--- src/rtl/encode_pipe_slice_pkg.sv ---
`timescale 1ns/1ps
// Shared helpers for the tkeep encoder: log2, popcount, keep encoding and
// packet-tracker states. Decoders elsewhere import the same package.
package encode_pipe_slice_pkg;

  typedef enum logic {
    PKT_IDLE = 1'b0,
    PKT_IN   = 1'b1
  } pkt_state_e;

  localparam int KEEP_MAX_W = 64;

  function automatic int log2(input int value);
    int r;
    r = 0;
    for (int i = 0; i < 31; i++) begin
      if ((1 << i) < value) r = i + 1;
    end
    return r;
  endfunction

  function automatic logic [6:0] popcount(input logic [KEEP_MAX_W-1:0] keep);
    logic [6:0] n;
    n = '0;
    for (int i = 0; i < KEEP_MAX_W; i++) n = n + 7'(keep[i]);
    return n;
  endfunction

  // Index of the highest set bit: equals popcount-1 for contiguous LSB-aligned
  // keep, and gives the forwarded value for illegal patterns (0 for all-zero).
  function automatic logic [5:0] keep_encode(input logic [KEEP_MAX_W-1:0] keep);
    logic [5:0] idx;
    idx = '0;
    for (int i = 0; i < KEEP_MAX_W; i++) begin
      if (keep[i]) idx = 6'(i);
    end
    return idx;
  endfunction

  function automatic logic keep_legal(input logic [KEEP_MAX_W-1:0] keep);
    return (keep != '0) && ((keep & (keep + 64'd1)) == '0);
  endfunction

endpackage

--- src/rtl/encode_pipe_slice_if.sv ---
`timescale 1ns/1ps
// AXI-Stream bus with tuser sideband; tkeep on the way in, tkeep_enc on the way out.
interface encode_pipe_slice_if #(
  parameter int DATA_W    = 256,
  parameter int PLEN_W    = 14,
  parameter int INPORT_W  = 3,
  parameter int OUTPORT_W = 8
) ();
  import encode_pipe_slice_pkg::*;

  localparam int KEEP_W = DATA_W / 8;
  localparam int ENC_W  = log2(KEEP_W);

  logic [DATA_W-1:0]    tdata;
  logic [KEEP_W-1:0]    tkeep;
  logic [ENC_W-1:0]     tkeep_enc;
  logic [PLEN_W-1:0]    tuser_packet_length;
  logic [INPORT_W-1:0]  tuser_in_port;
  logic [OUTPORT_W-1:0] tuser_out_port;
  logic [INPORT_W-1:0]  tuser_in_vport;
  logic [OUTPORT_W-1:0] tuser_out_vport;
  logic                 tvalid;
  logic                 tready;
  logic                 tlast;

  modport master (
    output tdata, tkeep, tkeep_enc, tuser_packet_length, tuser_in_port,
           tuser_out_port, tuser_in_vport, tuser_out_vport, tvalid, tlast,
    input  tready
  );

  modport slave (
    input  tdata, tkeep, tkeep_enc, tuser_packet_length, tuser_in_port,
           tuser_out_port, tuser_in_vport, tuser_out_vport, tvalid, tlast,
    output tready
  );

endinterface

--- src/rtl/encode_skid_stage.sv ---
`timescale 1ns/1ps
// Two-entry skid register slice: full throughput, in_ready comes straight from a flop.
module encode_skid_stage #(
  parameter int W = 8
) (
  input  logic         axi_aclk,
  input  logic         axi_resetn,
  input  logic         in_valid,
  output logic         in_ready,
  input  logic [W-1:0] in_data,
  output logic         out_valid,
  input  logic         out_ready,
  output logic [W-1:0] out_data
);

  logic         main_valid_reg, main_valid_next;
  logic         skid_valid_reg, skid_valid_next;
  logic         ready_reg;
  logic [W-1:0] main_data_reg, main_data_next;
  logic [W-1:0] skid_data_reg, skid_data_next;
  logic         in_fire, out_fire;

  assign in_fire   = in_valid & ready_reg;
  assign out_fire  = main_valid_reg & out_ready;
  assign in_ready  = ready_reg;
  assign out_valid = main_valid_reg;
  assign out_data  = main_data_reg;

  // Input is only accepted while skid is empty, so skid always drains first.
  always_comb begin
    main_valid_next = main_valid_reg;
    main_data_next  = main_data_reg;
    skid_valid_next = skid_valid_reg;
    skid_data_next  = skid_data_reg;
    if (!main_valid_reg || out_fire) begin
      if (skid_valid_reg) begin
        main_valid_next = 1'b1;
        main_data_next  = skid_data_reg;
        skid_valid_next = 1'b0;
      end else begin
        main_valid_next = in_fire;
        main_data_next  = in_data;
      end
    end else if (in_fire) begin
      skid_valid_next = 1'b1;
      skid_data_next  = in_data;
    end
  end

  always_ff @(posedge axi_aclk) begin
    if (!axi_resetn) begin
      main_valid_reg <= 1'b0;
      skid_valid_reg <= 1'b0;
      ready_reg      <= 1'b0;
    end else begin
      main_valid_reg <= main_valid_next;
      skid_valid_reg <= skid_valid_next;
      ready_reg      <= !skid_valid_next;
    end
  end

  always_ff @(posedge axi_aclk) begin
    main_data_reg <= main_data_next;
    skid_data_reg <= skid_data_next;
  end

endmodule

--- src/rtl/encode_pipe_slice.sv ---
`timescale 1ns/1ps
// tkeep encoder behind C_STAGES skid slices, with sticky keep error and,
// when ENCODE_PIPE_LEN_CHECK_EN is defined, a per-packet length checker.
module encode_pipe_slice #(
  parameter int C_AXIS_DATA_WIDTH     = 256,
  parameter int C_PACKET_LENGTH_WIDTH = 14,
  parameter int C_INPORT_WIDTH        = 3,
  parameter int C_OUTPORT_WIDTH       = 8,
  parameter int C_STAGES              = 1
) (
  input  logic                axi_aclk,
  input  logic                axi_resetn,
  encode_pipe_slice_if.slave  s_axis,
  encode_pipe_slice_if.master m_axis,
  output logic                keep_err,
  output logic [15:0]         len_err_cnt
);
  import encode_pipe_slice_pkg::*;

  localparam int KEEP_W = C_AXIS_DATA_WIDTH / 8;
  localparam int ENC_W  = log2(KEEP_W);
  localparam int PAY_W  = C_AXIS_DATA_WIDTH + KEEP_W + ENC_W + C_PACKET_LENGTH_WIDTH
                        + 2 * C_INPORT_WIDTH + 2 * C_OUTPORT_WIDTH + 1;

  logic [KEEP_MAX_W-1:0] keep_ext;
  logic [ENC_W-1:0]      enc_in;
  logic                  keep_ok;
  logic                  s_fire;
  logic                  keep_err_reg;
  logic                  unused_s_enc;

  assign keep_ext     = KEEP_MAX_W'(s_axis.tkeep);
  assign enc_in       = ENC_W'(keep_encode(keep_ext));
  assign keep_ok      = keep_legal(keep_ext);
  assign s_fire       = s_axis.tvalid & s_axis.tready;
  assign unused_s_enc = ^s_axis.tkeep_enc;

  logic [PAY_W-1:0] stage_data  [C_STAGES+1];
  logic             stage_valid [C_STAGES+1];
  logic             stage_ready [C_STAGES+1];

  assign stage_data[0]  = {s_axis.tdata, s_axis.tkeep, enc_in, s_axis.tuser_packet_length,
                           s_axis.tuser_in_port, s_axis.tuser_out_port,
                           s_axis.tuser_in_vport, s_axis.tuser_out_vport, s_axis.tlast};
  assign stage_valid[0] = s_axis.tvalid;
  assign s_axis.tready  = stage_ready[0];
  assign stage_ready[C_STAGES] = m_axis.tready;

  generate
    for (genvar gi = 0; gi < C_STAGES; gi++) begin : g_stage
      encode_skid_stage #(.W(PAY_W)) u_stage (
        .axi_aclk   (axi_aclk),
        .axi_resetn (axi_resetn),
        .in_valid   (stage_valid[gi]),
        .in_ready   (stage_ready[gi]),
        .in_data    (stage_data[gi]),
        .out_valid  (stage_valid[gi+1]),
        .out_ready  (stage_ready[gi+1]),
        .out_data   (stage_data[gi+1])
      );
    end
  endgenerate

  assign m_axis.tvalid = stage_valid[C_STAGES];
  assign {m_axis.tdata, m_axis.tkeep, m_axis.tkeep_enc, m_axis.tuser_packet_length,
          m_axis.tuser_in_port, m_axis.tuser_out_port,
          m_axis.tuser_in_vport, m_axis.tuser_out_vport, m_axis.tlast} = stage_data[C_STAGES];

  always_ff @(posedge axi_aclk) begin
    if (!axi_resetn)           keep_err_reg <= 1'b0;
    else if (s_fire && !keep_ok) keep_err_reg <= 1'b1;
  end
  assign keep_err = keep_err_reg;

`ifdef ENCODE_PIPE_LEN_CHECK_EN
  localparam int SUM_W = C_PACKET_LENGTH_WIDTH + 1;

  pkt_state_e                     state_reg, state_next;
  logic                           first_beat;
  logic [SUM_W-1:0]               sum_reg, beat_sum;
  logic [C_PACKET_LENGTH_WIDTH-1:0] len_reg, len_cur;
  logic [15:0]                    len_err_cnt_reg;

  always_ff @(posedge axi_aclk) begin
    if (!axi_resetn) state_reg <= PKT_IDLE;
    else             state_reg <= state_next;
  end

  always_comb begin
    state_next = state_reg;
    if (s_fire) state_next = s_axis.tlast ? PKT_IDLE : PKT_IN;
  end

  always_comb begin
    first_beat = (state_reg == PKT_IDLE);
  end

  // A single-beat packet is both first and last: its own length and bytes are compared.
  always_comb begin
    beat_sum = (first_beat ? '0 : sum_reg) + SUM_W'(popcount(keep_ext));
    len_cur  = first_beat ? s_axis.tuser_packet_length : len_reg;
  end

  always_ff @(posedge axi_aclk) begin
    if (!axi_resetn) begin
      sum_reg         <= '0;
      len_reg         <= '0;
      len_err_cnt_reg <= '0;
    end else if (s_fire) begin
      sum_reg <= beat_sum;
      if (first_beat) len_reg <= s_axis.tuser_packet_length;
      if (s_axis.tlast && (beat_sum != {1'b0, len_cur}) && (len_err_cnt_reg != 16'hFFFF))
        len_err_cnt_reg <= len_err_cnt_reg + 16'd1;
    end
  end
  assign len_err_cnt = len_err_cnt_reg;
`else
  assign len_err_cnt = 16'd0;
`endif

endmodule

--- src/flat_wrapper.sv ---
// flat-port wrapper written by rule: the top's interface ports become plain ports
module encode_pipe_slice_flat import encode_pipe_slice_pkg::*;
#(
  parameter int C_AXIS_DATA_WIDTH     = 256,
  parameter int C_PACKET_LENGTH_WIDTH = 14,
  parameter int C_INPORT_WIDTH        = 3,
  parameter int C_OUTPORT_WIDTH       = 8,
  parameter int C_STAGES              = 1
)
  (axi_aclk, axi_resetn, keep_err, len_err_cnt, s_axis_tdata, s_axis_tkeep, s_axis_tkeep_enc, s_axis_tuser_packet_length, s_axis_tuser_in_port, s_axis_tuser_out_port, s_axis_tuser_in_vport, s_axis_tuser_out_vport, s_axis_tvalid, s_axis_tlast, s_axis_tready, m_axis_tdata, m_axis_tkeep, m_axis_tkeep_enc, m_axis_tuser_packet_length, m_axis_tuser_in_port, m_axis_tuser_out_port, m_axis_tuser_in_vport, m_axis_tuser_out_vport, m_axis_tvalid, m_axis_tlast, m_axis_tready);
  encode_pipe_slice_if #(.DATA_W(256), .PLEN_W(14), .INPORT_W(3), .OUTPORT_W(8)) s_axis_i ();
  encode_pipe_slice_if #(.DATA_W(256), .PLEN_W(14), .INPORT_W(3), .OUTPORT_W(8)) m_axis_i ();
  input  logic axi_aclk;
  input  logic axi_resetn;
  output logic keep_err;
  output logic [15:0] len_err_cnt;
  input wire logic [$bits(s_axis_i.tdata)-1:0] s_axis_tdata;
  input wire logic [$bits(s_axis_i.tkeep)-1:0] s_axis_tkeep;
  input wire logic [$bits(s_axis_i.tkeep_enc)-1:0] s_axis_tkeep_enc;
  input wire logic [$bits(s_axis_i.tuser_packet_length)-1:0] s_axis_tuser_packet_length;
  input wire logic [$bits(s_axis_i.tuser_in_port)-1:0] s_axis_tuser_in_port;
  input wire logic [$bits(s_axis_i.tuser_out_port)-1:0] s_axis_tuser_out_port;
  input wire logic [$bits(s_axis_i.tuser_in_vport)-1:0] s_axis_tuser_in_vport;
  input wire logic [$bits(s_axis_i.tuser_out_vport)-1:0] s_axis_tuser_out_vport;
  input wire logic [$bits(s_axis_i.tvalid)-1:0] s_axis_tvalid;
  input wire logic [$bits(s_axis_i.tlast)-1:0] s_axis_tlast;
  output wire logic [$bits(s_axis_i.tready)-1:0] s_axis_tready;
  output wire logic [$bits(m_axis_i.tdata)-1:0] m_axis_tdata;
  output wire logic [$bits(m_axis_i.tkeep)-1:0] m_axis_tkeep;
  output wire logic [$bits(m_axis_i.tkeep_enc)-1:0] m_axis_tkeep_enc;
  output wire logic [$bits(m_axis_i.tuser_packet_length)-1:0] m_axis_tuser_packet_length;
  output wire logic [$bits(m_axis_i.tuser_in_port)-1:0] m_axis_tuser_in_port;
  output wire logic [$bits(m_axis_i.tuser_out_port)-1:0] m_axis_tuser_out_port;
  output wire logic [$bits(m_axis_i.tuser_in_vport)-1:0] m_axis_tuser_in_vport;
  output wire logic [$bits(m_axis_i.tuser_out_vport)-1:0] m_axis_tuser_out_vport;
  output wire logic [$bits(m_axis_i.tvalid)-1:0] m_axis_tvalid;
  output wire logic [$bits(m_axis_i.tlast)-1:0] m_axis_tlast;
  input wire logic [$bits(m_axis_i.tready)-1:0] m_axis_tready;
  assign s_axis_i.tdata = s_axis_tdata;
  assign s_axis_i.tkeep = s_axis_tkeep;
  assign s_axis_i.tkeep_enc = s_axis_tkeep_enc;
  assign s_axis_i.tuser_packet_length = s_axis_tuser_packet_length;
  assign s_axis_i.tuser_in_port = s_axis_tuser_in_port;
  assign s_axis_i.tuser_out_port = s_axis_tuser_out_port;
  assign s_axis_i.tuser_in_vport = s_axis_tuser_in_vport;
  assign s_axis_i.tuser_out_vport = s_axis_tuser_out_vport;
  assign s_axis_i.tvalid = s_axis_tvalid;
  assign s_axis_i.tlast = s_axis_tlast;
  assign s_axis_tready = s_axis_i.tready;
  assign m_axis_tdata = m_axis_i.tdata;
  assign m_axis_tkeep = m_axis_i.tkeep;
  assign m_axis_tkeep_enc = m_axis_i.tkeep_enc;
  assign m_axis_tuser_packet_length = m_axis_i.tuser_packet_length;
  assign m_axis_tuser_in_port = m_axis_i.tuser_in_port;
  assign m_axis_tuser_out_port = m_axis_i.tuser_out_port;
  assign m_axis_tuser_in_vport = m_axis_i.tuser_in_vport;
  assign m_axis_tuser_out_vport = m_axis_i.tuser_out_vport;
  assign m_axis_tvalid = m_axis_i.tvalid;
  assign m_axis_tlast = m_axis_i.tlast;
  assign m_axis_i.tready = m_axis_tready;
  encode_pipe_slice #(.C_AXIS_DATA_WIDTH(C_AXIS_DATA_WIDTH), .C_PACKET_LENGTH_WIDTH(C_PACKET_LENGTH_WIDTH), .C_INPORT_WIDTH(C_INPORT_WIDTH), .C_OUTPORT_WIDTH(C_OUTPORT_WIDTH), .C_STAGES(C_STAGES)) u_core (.axi_aclk(axi_aclk), .axi_resetn(axi_resetn), .s_axis(s_axis_i), .m_axis(m_axis_i), .keep_err(keep_err), .len_err_cnt(len_err_cnt));
endmodule
--- config.mk ---
export PLATFORM = sky130hd
export DESIGN_NAME = encode_pipe_slice_flat
export DESIGN_NICKNAME = d
export VERILOG_FILES = /design/src/rtl/encode_pipe_slice_pkg.sv /design/src/rtl/encode_pipe_slice_if.sv /design/src/rtl/encode_skid_stage.sv /design/src/rtl/encode_pipe_slice.sv /design/src/flat_wrapper.sv
export SDC_FILE = /design/constraint.sdc
export NUM_CORES = 1
export LEC_CHECK = 0
export CELL_PAD_IN_SITES_DETAIL_PLACEMENT = 0
export CELL_PAD_IN_SITES_GLOBAL_PLACEMENT = 2
export CORE_MARGIN = 5
export CORE_UTILIZATION = 37
export CTS_CLUSTER_SIZE = 16
export DETAILED_ROUTE_END_ITERATION = 12
export PLACE_DENSITY = 0.82
export SYNTH_ARGS = -nofsm -noshare
export SYNTH_HDL_FRONTEND = slang
export SYNTH_SLANG_ARGS = --single-unit
--- constraint.sdc ---
create_clock -name axi_aclk -period 152.5 [get_ports axi_aclk]
set_input_delay 15.25 -clock axi_aclk [delete_from_list [all_inputs] [get_ports axi_aclk]]
set_output_delay 15.25 -clock axi_aclk [all_outputs]
set_load 0.01 [all_outputs]
==> metrics.md <==
| Metric | Value |
|---|---|
| Routed WL | 64.4 mm |
| Clock transition at path regs | 0.05 ns |
| Crit Path Class | input pin to flip-flop |
| Growth of design area from synthesis to finish | 40.8% |
| Ys Warns | 0 |
| CP max FO | 74 |
| CP Cell Sequence | clkdlybuf4s50_1 > nand2b_4 > buf_4 > buf_4 |
| Avg Synthesized Cell Area | 20.9 µm² |
| CTS tree | yes |
| RSZ-0062 raised after global routing | false |
| Die Y-Extent | 268 µm |
| Min-Delay Endpoint | u_core.g_stage[0].u_stage.out_data[234] |
| Routability cong. | 0.797 |
| Crit path top cell by count | buf_4 |
| Async set-reset flop share out of synthesis | 0 |
| Pre-Repair DR Iteration Count | 7 |
| Worst Tran Pin Value | 1.31 ns |
| H-tree levels | 3 |
| DP HPWL | 44.8 mm |
| Max Slew Vio Count | 0 |
| WHS Path Cells | 1 |
| Via count | 13400 |
| EDFF count, synth | 660 |
| Fin. Hold Viols | 0 |
| Worst skew pair latency | 0.60 ns |
| Largest net degree at the start of global routing | 162 |
| Most frequent cells in the layout | clkdlybuf4s50_1 (661), edfxtp_1 (660), mux2_2 (217) |
| Leak Pwr | 0.0117 µW |
| Main flop type after synthesis | edfxtp_1 |
| Synth Instances | 1175 |
| Startpoint types | input pin |
| First DRT Iteration DRCs | 1097 |
| Residual DRC | 0 |
| Vias per std cell | 4.78 |
| Status | completed |
| Root Buffer | clkbuf_16 |
| First-pass GRT wire length | 91.7 mm |
| Initial antenna violation count | 13 |
| Antenna viol nets, final | 0 |
| Power per Cell Area | 12.2 nW/µm² |
| Max_cap viols | 0 |
| Fin crit share | 0.118 |
| Setup violators final | 0 |
| Crit-path leading delay family | buffers and inverters |
| Routed length per instance | 23.0 µm |
| Cts hold-fix bufs | 0 |
| Worst path max stage delay | 0.86 ns |
| IO Pins | 683 |
| Setup Fix Bufs, Post-CTS | 0 |
| Clock Skews | 0.0207 ns |
| CTS resizes | 0 |
| Worst EP arrival | 18.20 ns |
| Num Clock Sinks | 664 |
| Cells on worst reg2reg path | 4 |
| Final non-filler cell area | 34600 µm² |
| Share of layout cells above drive strength 1 | 0.174 |
| Total GRT Usage | 0.170 |
| Cell area after synthesis | 24600 µm² |
| Max Clock Freq | 55.5 MHz |
| GRT overflow | 0 |
| Placed Area | 32200 µm² |
| Worst R2R End | u_core.g_stage[0].u_stage.out_data[247] |
| Most common cell after layout, fill and taps aside | clkdlybuf4s50_1 |
| Width of the die | 268 µm |
| RR Startpoint | u_core.g_stage[0].u_stage.skid_valid_reg |
| Number of CTS-inserted buffers | 74 |
| Rows | 94 |
| Seq cells post-synth | 664 |
| Longest Clk Path Bufs | 3 |
| Fin Setup TNS | 0 ns |
| Worst endpoint required time | 152.70 ns |
| Core area | 65900 µm² |
| Reg-to-reg setup timing slack | 148.28 ns |
| Rel. slew slack | 0.126 |
| Slowest stage cell, crit path | buf_4 |
| Vias in the first global route | 13900 |
| Final min period | 18.00 ns |
| Initial Util | 0.373 |
| Synth unique cells | 47 |
| Final net count | 2212 |
| CP Buf/Inv Count | 3 |
| Sequential cell area fraction in the yosys report | 0.810 |
| CP Capture Type | flip-flop |
| PortBufs | 661 |
| Min-Delay Startpoint | u_core.g_stage[0].u_stage.skid_data_reg[234] |
| Peak supply drop | 0.00000976 V |
| Die area | 71700 µm² |
| Hold Path Class | flip-flop to flip-flop |
==> synth_stat cells (7+ instances only) <==
cell type | n | area, µm²
edfxtp_1 | 660 | 19800
mux2_2 | 217 | 2440
mux2_1 | 105 | 1180
nand2_1 | 19 | 71.3
buf_2 | 18 | 90.1
buf_4 | 16 | 120
nor2_1 | 15 | 56.3
buf_1 | 13 | 48.8
clkbuf_1 | 10 | 37.5
o21ai_0 | 8 | 40.0
nand3_1 | 7 | 35.0
nor2b_1 | 7 | 43.8
nor3_1 | 7 | 35.0
==> area by class of cell <==
cell class	count	area, µm²
flip-flops and latches	664	19900
diodes	8	20.0
clock inverters	39	468
inverters	6	22.5
repair buffers	669	6730
multi-input cells	463	4430
fillers	5272	31300
well taps	864	1080
clock buffers	92	1950
==> logic make-up (layout without fill, tap and decap cells) <==
kind of cell,after synthesis,after routing,synth area share
DFF,664,664,0.810
muxes,323,323,0.148
and+or+nand+nor,81,81,0.0172
buffers and inverters,63,806,0.0130
AOI/OAI and AO/OA,43,43,0.0120
other,1,24,0.000153
==> per-layer routing <==
layer	GRT usage	vias to the layer above	share of wire
li1	-	6111	-
met1	0.189	6690	0.36
met5	0	-	0.0012
met3	0.0740	121	0.10
met2	0.291	481	0.51
met4	0.0614	10	0.032
==> stage by stage <==
stage | std cells | worst slack, ns | hold WS, ns | total power, µW | util
2_1_floorplan | 1190 | 91.82 | 0.498 | 226 | -
3_3_place_gp | 2666 | 133.91 | 0.514 | 249 | 0.488
3_5_place_dp | 2666 | 133.90 | 0.516 | 250 | 0.488
4_1_cts | 2797 | 134.56 | 0.522 | 429 | 0.525
5_1_grt | 2803 | 134.37 | 0.541 | 439 | 0.525
6_report | 2805 | 134.50 | 0.519 | 424 | 0.525
==> power breakdown <==
part	total, µW	leakage (µW)	internal (µW)	switching [µW]
sequential	211	0.00646	209	1.93
combinational	35.2	0.00410	20.9	14.3
clock	178	0.00118	107	71.4
==> how the worst max path moves through the flow <==
stage	from	slack, ns	cells past startpoint	endpoint
2_1_floorplan	m_axis_tready	91.82	2	u_core.g_stage[0].u_stage.skid_data_reg[0]
3_3_place_gp	m_axis_tready	133.91	4	u_core.g_stage[0].u_stage.out_data[291]
3_5_place_dp	m_axis_tready	133.90	4	u_core.g_stage[0].u_stage.out_data[13]
4_1_cts	m_axis_tready	134.56	4	u_core.g_stage[0].u_stage.out_data[307]
5_1_grt	m_axis_tready	134.37	4	u_core.g_stage[0].u_stage.out_data[282]
6_report	m_axis_tready	134.50	4	u_core.g_stage[0].u_stage.out_data[307]
Power figures use the tool's default switching activity.
